## config.mk

```make
export PLATFORM = sky130hd
export DESIGN_NAME = scan_scheduler_flat
export DESIGN_NICKNAME = d
export VERILOG_FILES = /design/src/rtl/scan_pkg.sv /design/src/rtl/scan_scheduler_if.sv /design/src/rtl/scan_counter.sv /design/src/rtl/scan_scheduler.sv /design/src/flat_wrapper.sv
export SDC_FILE = /design/constraint.sdc
export NUM_CORES = 1
export LEC_CHECK = 0
export CORE_MARGIN = 3
export CORE_UTILIZATION = 52
export DETAILED_ROUTE_END_ITERATION = 6
export PLACE_DENSITY = 0.75
export SYNTH_ARGS = -nofsm -noshare
export SYNTH_HDL_FRONTEND = slang
export SYNTH_HIERARCHICAL = 1
export SYNTH_SLANG_ARGS = --single-unit
```

## constraint.sdc

```tcl
create_clock -name clk -period 2.6 [get_ports clk]
set_input_delay 0.52 -clock clk [delete_from_list [all_inputs] [get_ports clk]]
set_output_delay 0.52 -clock clk [all_outputs]
set_load 0.005 [all_outputs]
```

## src/rtl/scan_pkg.sv

```systemverilog
// Shared timing constants, region encoding and region classifier for the
// tile-map scan scheduler.
package scan_pkg;

  localparam int H_TOTAL  = 800;
  localparam int V_TOTAL  = 525;
  localparam int H_ACTIVE = 640;
  localparam int V_ACTIVE = 480;
  localparam int TILE_PX  = 20;
  localparam int GRID_W   = 32;
  localparam int GRID_H   = 24;

  typedef enum logic [1:0] {
    S_ACTIVE = 2'd0,
    S_HBLANK = 2'd1,
    S_VBLANK = 2'd2
  } region_t;

  function automatic region_t region_of(input logic [9:0] row, input logic [9:0] col,
                                        input logic [9:0] h_act, input logic [9:0] v_act);
    if (col >= v_act) return S_VBLANK;
    if (row >= h_act) return S_HBLANK;
    return S_ACTIVE;
  endfunction

endpackage

```

## src/rtl/scan_scheduler_if.sv

```systemverilog
// Game-logic tile write channel plus the single-port tile RAM bus.
interface scan_scheduler_if;
  logic       wr_req;
  logic [9:0] wr_addr;
  logic [1:0] wr_data;
  logic       wr_gnt;
  logic [9:0] mem_addr;
  logic       mem_we;
  logic [1:0] mem_wdata;
  logic [1:0] mem_rdata;

  modport master (input wr_req, wr_addr, wr_data, mem_rdata,
                  output wr_gnt, mem_addr, mem_we, mem_wdata);
  modport slave  (output wr_req, wr_addr, wr_data, mem_rdata,
                  input wr_gnt, mem_addr, mem_we, mem_wdata);
endinterface

```

## src/rtl/scan_counter.sv

```systemverilog
// Pixel/line counter with modulo-TILE_PX sub-counters and tile x/y indices,
// so the tile address needs no divider. TILE_PX must be 32 or less.
module scan_counter #(
  parameter int H_TOTAL = 800,
  parameter int V_TOTAL = 525,
  parameter int TILE_PX = 20
) (
  input  logic       clk,
  input  logic       reset,
  input  logic       pix_en,
  output logic [9:0] row_o,
  output logic [9:0] col_o,
  output logic [9:0] row_d_o,
  output logic [9:0] col_d_o,
  output logic       x_edge_o,
  output logic [4:0] tile_x_o,
  output logic [4:0] tile_y_o,
  output logic       frame_wrap_o
);
  localparam logic [9:0] ROW_LAST = 10'(H_TOTAL - 1);
  localparam logic [9:0] COL_LAST = 10'(V_TOTAL - 1);
  localparam logic [4:0] SUB_LAST = 5'(TILE_PX - 1);

  logic [9:0] row_q, row_d, col_q, col_d;
  logic [4:0] hx_q, hx_d, vy_q, vy_d;
  logic [5:0] tx_q, tx_d, ty_q, ty_d;
  logic       line_end, frame_end;

  assign line_end  = (row_q == ROW_LAST);
  assign frame_end = line_end && (col_q == COL_LAST);

  always_comb begin
    row_d = row_q;
    col_d = col_q;
    hx_d  = hx_q;
    vy_d  = vy_q;
    tx_d  = tx_q;
    ty_d  = ty_q;
    if (pix_en) begin
      if (line_end) begin
        row_d = '0;
        hx_d  = '0;
        tx_d  = '0;
        if (frame_end) begin
          col_d = '0;
          vy_d  = '0;
          ty_d  = '0;
        end else begin
          col_d = col_q + 10'd1;
          if (vy_q == SUB_LAST) begin
            vy_d = '0;
            ty_d = ty_q + 6'd1;
          end else begin
            vy_d = vy_q + 5'd1;
          end
        end
      end else begin
        row_d = row_q + 10'd1;
        if (hx_q == SUB_LAST) begin
          hx_d = '0;
          tx_d = tx_q + 6'd1;
        end else begin
          hx_d = hx_q + 5'd1;
        end
      end
    end
  end

  always_ff @(posedge clk) begin
    if (reset) begin
      row_q <= '0;
      col_q <= '0;
      hx_q  <= '0;
      vy_q  <= '0;
      tx_q  <= '0;
      ty_q  <= '0;
    end else begin
      row_q <= row_d;
      col_q <= col_d;
      hx_q  <= hx_d;
      vy_q  <= vy_d;
      tx_q  <= tx_d;
      ty_q  <= ty_d;
    end
  end

  assign row_o        = row_q;
  assign col_o        = col_q;
  assign row_d_o      = row_d;
  assign col_d_o      = col_d;
  assign x_edge_o     = (hx_q == 5'd0);
  assign tile_x_o     = tx_q[4:0];
  assign tile_y_o     = ty_q[4:0];
  assign frame_wrap_o = pix_en && frame_end;
endmodule

```

## src/rtl/scan_scheduler.sv

```systemverilog
// Raster scan scheduler: region FSM, display tile fetch pipeline and
// arbitration of game-logic writes onto the shared tile RAM port.
module scan_scheduler #(
  parameter int H_TOTAL = scan_pkg::H_TOTAL,
  parameter int V_TOTAL = scan_pkg::V_TOTAL,
  parameter int TILE_PX = scan_pkg::TILE_PX
) (
  input  logic              clk,
  input  logic              reset,
  input  logic              pix_en,
  scan_scheduler_if.master  bus,
  output logic [9:0]        row,
  output logic [9:0]        col,
  output logic              vblank,
  output logic              frame_start,
  output logic [1:0]        tile,
  output logic              tile_valid
);
  import scan_pkg::*;

  localparam logic [9:0] H_ACT = 10'(GRID_W * TILE_PX);
  localparam logic [9:0] V_ACT = 10'(GRID_H * TILE_PX);

  region_t    state_q, state_d;
  logic [9:0] row_d, col_d;
  logic       x_edge, frame_wrap;
  logic [4:0] tile_x, tile_y;
  logic       fetch, gnt;
  logic [9:0] addr_q;
  logic [1:0] wdata_q;
  logic       fetch_q;
  logic [1:0] tile_q;
  logic       tile_valid_q;
  logic       frame_start_q;

  scan_counter #(.H_TOTAL(H_TOTAL), .V_TOTAL(V_TOTAL), .TILE_PX(TILE_PX)) u_counter (
    .clk          (clk),
    .reset        (reset),
    .pix_en       (pix_en),
    .row_o        (row),
    .col_o        (col),
    .row_d_o      (row_d),
    .col_d_o      (col_d),
    .x_edge_o     (x_edge),
    .tile_x_o     (tile_x),
    .tile_y_o     (tile_y),
    .frame_wrap_o (frame_wrap)
  );

  always_ff @(posedge clk) begin
    if (reset) state_q <= S_ACTIVE;
    else       state_q <= state_d;
  end

  // Region is classified from the counters' next value so it always matches row/col.
  always_comb begin
    state_d = region_of(row_d, col_d, H_ACT, V_ACT);
  end

  always_comb begin
    fetch         = pix_en && !reset && (state_q == S_ACTIVE) && x_edge;
    gnt           = bus.wr_req && !reset && (state_q != S_ACTIVE) && !fetch;
    bus.wr_gnt    = gnt;
    bus.mem_we    = gnt;
    bus.mem_addr  = addr_q;
    bus.mem_wdata = wdata_q;
    if (fetch) begin
      bus.mem_addr = {tile_y, tile_x};
    end else if (gnt) begin
      bus.mem_addr  = bus.wr_addr;
      bus.mem_wdata = bus.wr_data;
    end
  end

  always_ff @(posedge clk) begin
    if (reset) begin
      addr_q        <= '0;
      wdata_q       <= '0;
      fetch_q       <= 1'b0;
      tile_q        <= '0;
      tile_valid_q  <= 1'b0;
      frame_start_q <= 1'b0;
    end else begin
      addr_q        <= bus.mem_addr;
      wdata_q       <= bus.mem_wdata;
      fetch_q       <= fetch;
      frame_start_q <= frame_wrap;
      if (fetch_q) tile_q <= bus.mem_rdata;
      if (pix_en)  tile_valid_q <= (state_q == S_ACTIVE);
    end
  end

  assign vblank      = (state_q == S_VBLANK);
  assign frame_start = frame_start_q;
  assign tile        = tile_q;
  assign tile_valid  = tile_valid_q;
endmodule

```

## src/flat_wrapper.sv

```systemverilog
// flat-port wrapper written by rule: the top's interface ports become plain ports
module scan_scheduler_flat import scan_pkg::*;
#(
  parameter int H_TOTAL = scan_pkg::H_TOTAL,
  parameter int V_TOTAL = scan_pkg::V_TOTAL,
  parameter int TILE_PX = scan_pkg::TILE_PX
)
  (clk, reset, pix_en, row, col, vblank, frame_start, tile, tile_valid, bus_wr_req, bus_wr_addr, bus_wr_data, bus_mem_rdata, bus_wr_gnt, bus_mem_addr, bus_mem_we, bus_mem_wdata);
  scan_scheduler_if bus_i ();
  input  logic clk;
  input  logic reset;
  input  logic pix_en;
  output logic [9:0] row;
  output logic [9:0] col;
  output logic vblank;
  output logic frame_start;
  output logic [1:0] tile;
  output logic tile_valid;
  input wire logic [$bits(bus_i.wr_req)-1:0] bus_wr_req;
  input wire logic [$bits(bus_i.wr_addr)-1:0] bus_wr_addr;
  input wire logic [$bits(bus_i.wr_data)-1:0] bus_wr_data;
  input wire logic [$bits(bus_i.mem_rdata)-1:0] bus_mem_rdata;
  output wire logic [$bits(bus_i.wr_gnt)-1:0] bus_wr_gnt;
  output wire logic [$bits(bus_i.mem_addr)-1:0] bus_mem_addr;
  output wire logic [$bits(bus_i.mem_we)-1:0] bus_mem_we;
  output wire logic [$bits(bus_i.mem_wdata)-1:0] bus_mem_wdata;
  assign bus_i.wr_req = bus_wr_req;
  assign bus_i.wr_addr = bus_wr_addr;
  assign bus_i.wr_data = bus_wr_data;
  assign bus_i.mem_rdata = bus_mem_rdata;
  assign bus_wr_gnt = bus_i.wr_gnt;
  assign bus_mem_addr = bus_i.mem_addr;
  assign bus_mem_we = bus_i.mem_we;
  assign bus_mem_wdata = bus_i.mem_wdata;
  scan_scheduler #(.H_TOTAL(H_TOTAL), .V_TOTAL(V_TOTAL), .TILE_PX(TILE_PX)) u_core (.clk(clk), .reset(reset), .pix_en(pix_en), .bus(bus_i), .row(row), .col(col), .vblank(vblank), .frame_start(frame_start), .tile(tile), .tile_valid(tile_valid));
endmodule
```

==> results.sh, run 1 <==
export IMPL_status="complete, no violations"
export IMPL_cp_end_kind="output port"
export IMPL_min_path_type="flop to flop"
export IMPL_rsz0062_at_grt="yes"
export IMPL_via_count=3193
export IMPL_gp_congestion=0.855
export IMPL_clockRootBuffer="clkbuf_8"
export IMPL_critPathKind="input port to output port"
export IMPL_synth_cells=358
export IMPL_final_layout_size_suffix_gt1_share_pct=24.9
export IMPL_clkTransAtPathRegs_ns=0.06
export IMPL_cts_sinks=59
export IMPL_avgSynthCellArea_um2=8.56
export IMPL_pin_count=57
export IMPL_firstDrtPassIters=4
export IMPL_grt_pass1_vias=3090
export IMPL_holdBufCountCts=0
export IMPL_drt_iter0_drc=197
export IMPL_ff2ff_path_depth=6
export IMPL_routed_wl_mm=9.03
export IMPL_maxCapViolCount=0
export IMPL_place_area_mm2=0.00406
export IMPL_slew_headroom_pct=54.1
export IMPL_via_per_inst=5.90
export IMPL_grt_max_degree=27
export IMPL_finClkSkew_ns=0.00628
export IMPL_min_path_cells=2
export IMPL_core_area_mm2=0.00561
export IMPL_path_max_fanout=18
export IMPL_period_minus_slack_ns=2.54
export IMPL_die_y_um=82.8
export IMPL_syn_num_nets=384
export IMPL_rows=27
export IMPL_dieArea_mm2=0.00685
export IMPL_grt_overflow=0
export IMPL_ir_worst_vdd_mv=0.321
export IMPL_synthesis_area_mm2=0.00306
export IMPL_fmax_mhz=394
export IMPL_antenna_found_initial=0
export IMPL_fin_crit_sh_pct=97.5
export IMPL_ys_warn_count=6
export IMPL_hold_ws_ns=0.473
export IMPL_powerDensity_mw_per_mm2=517
export IMPL_htreeDepth=3
export IMPL_postLayoutCoreUtil_pct=78.1
export IMPL_wl_per_cell_um=16.7
export IMPL_required_ns=2.08
export IMPL_critPathArrivalTime_ns=2.02
export IMPL_dp_hpwl_mm=6.22
export IMPL_drc=0
export IMPL_grt_pass1_wl_mm=14.3
export IMPL_worstSetupStartpointType="input port"
export IMPL_cts_tree="yes"
export IMPL_stdcell_area_mm2=0.00438
export IMPL_cts_buffer_depth=2
export IMPL_drv_slew=0
export IMPL_finalHoldViolations=0
export IMPL_start_util_pct=54.6
export IMPL_antenna_cells=0
export IMPL_power_leakage_nw=1.66
export IMPL_die_x_um=82.8
export IMPL_grt_use_total_pct=27.6
export IMPL_setup_viol_count_final=0
export IMPL_num_fill_cells=394
export IMPL_drtAntennaViolNets=0
export IMPL_clk_latency_ns=0.33
export IMPL_final_net_count=490
export IMPL_tightest_slew_ns=0.685
export IMPL_io_buffers=56
export IMPL_areaGrowthSynthToFinish_pct=43.0
export IMPL_cts_buffers=9
## critical path: stages
cell,delay (ns)
dlygate4sd2_1,0.28
or4b_4,0.49
or2_4,0.27
buf_12,0.15
a31oi_1,0.15
clkbuf_2,0.15
## power by group
group          internal (mW)  switching, mW  total, mW
clock network          0.714          0.354       1.07
registers              0.925         0.0104      0.935
logic                  0.135          0.128      0.262
## stage by stage
| step | TNS (ns) | instances | setup slack [ns] | power [mW] |
|---|---|---|---|---|
| 6_report | 0 | 541 | 0.0644 | 2.27 |
| 5_1_grt | -0.0371 | 541 | -0.0263 | 2.35 |
| 4_1_cts | -0.132 | 541 | -0.0352 | 2.28 |
| 3_5_place_dp | -10.49 | 523 | -0.536 | 1.21 |
| 3_3_place_gp | -10.01 | 523 | -0.495 | 1.21 |
| 2_1_floorplan | 0 | 358 | 0.289 | 1.07 |
## timing repair
action,CTS,global route
setup buffers,2,0
gates cloned,0,0
hold endpoints to repair,0,0
resized for setup,33,24
setup endpoints to repair,17,14
pin swaps,2,0
## placed cells by master (no fill, tap or decap), types with 18 or more instances in the layout
master	count
clkdlybuf4s50_1	43
nand2_1	20
dfxtp_1	59
o21ai_0	20
a21oi_1	18
buf_4	57
nor2_1	23
nand3_1	27
## layout make-up
type                       count  area, um^2  share of cell area, %
clock buffer                  12         165                   3.77
clock inverter                 4        95.1                   2.17
inverter                      12        45.0                   1.03
multi-input combinational    267        1830                   41.9
sequential                    59        1180                   27.0
tap                           72        90.1                   2.06
timing repair buffer         115         970                   22.1
## final timing paths
path	startpoint	to	slack (ns)
min	u_core/wdata_q[1]	u_core/wdata_q[1]	0.47
max	reset	bus_mem_addr[7]	0.06
min reg2reg	u_core/wdata_q[1]	u_core/wdata_q[1]	0.47
max reg2reg	u_core/u_counter/row_o[8]	u_core/state_q[0]	0.14
## routing by layer
metal  track usage [%]  vias to the layer above  share of wire, %
li1                  -                     1561                 -
met1              34.7                     1486                44
met2              44.3                      131                48
met3              7.38                       15               6.2
met4              11.8                        0               1.8
met5                 0                        -                 0
## sequential cells by signal, indices dropped and copies added, names as in the netlist
| name | flops |
|---|---|
| u_core/u_counter/vy_q | 5 |
| u_core/u_counter/hx_q | 5 |
| u_core/u_counter/col_o | 10 |
| u_core/frame_start | 1 |
| u_core/tile_valid | 1 |
| u_core/addr_q | 10 |
| u_core/fetch_q | 1 |
| u_core/u_counter/tx_q | 5 |
| u_core/u_counter/row_o | 10 |
| u_core/state_q | 2 |
| u_core/wdata_q | 2 |
| u_core/tile | 2 |
| u_core/u_counter/ty_q | 5 |
(Power assumes the default switching activity.)
==> inputs of run 2 (changes only) <==
--- a/config.mk
+++ b/config.mk
@@ -7,6 +7,7 @@
 export LEC_CHECK = 0
 export CORE_MARGIN = 3
 export CORE_UTILIZATION = 52
+export CTS_CLUSTER_SIZE = 10
 export DETAILED_ROUTE_END_ITERATION = 6
 export PLACE_DENSITY = 0.75
 export SYNTH_ARGS = -nofsm -noshare
==> results of run 2 <==
Same layout as run 1: the final DEF is identical, and so are final timing and power.
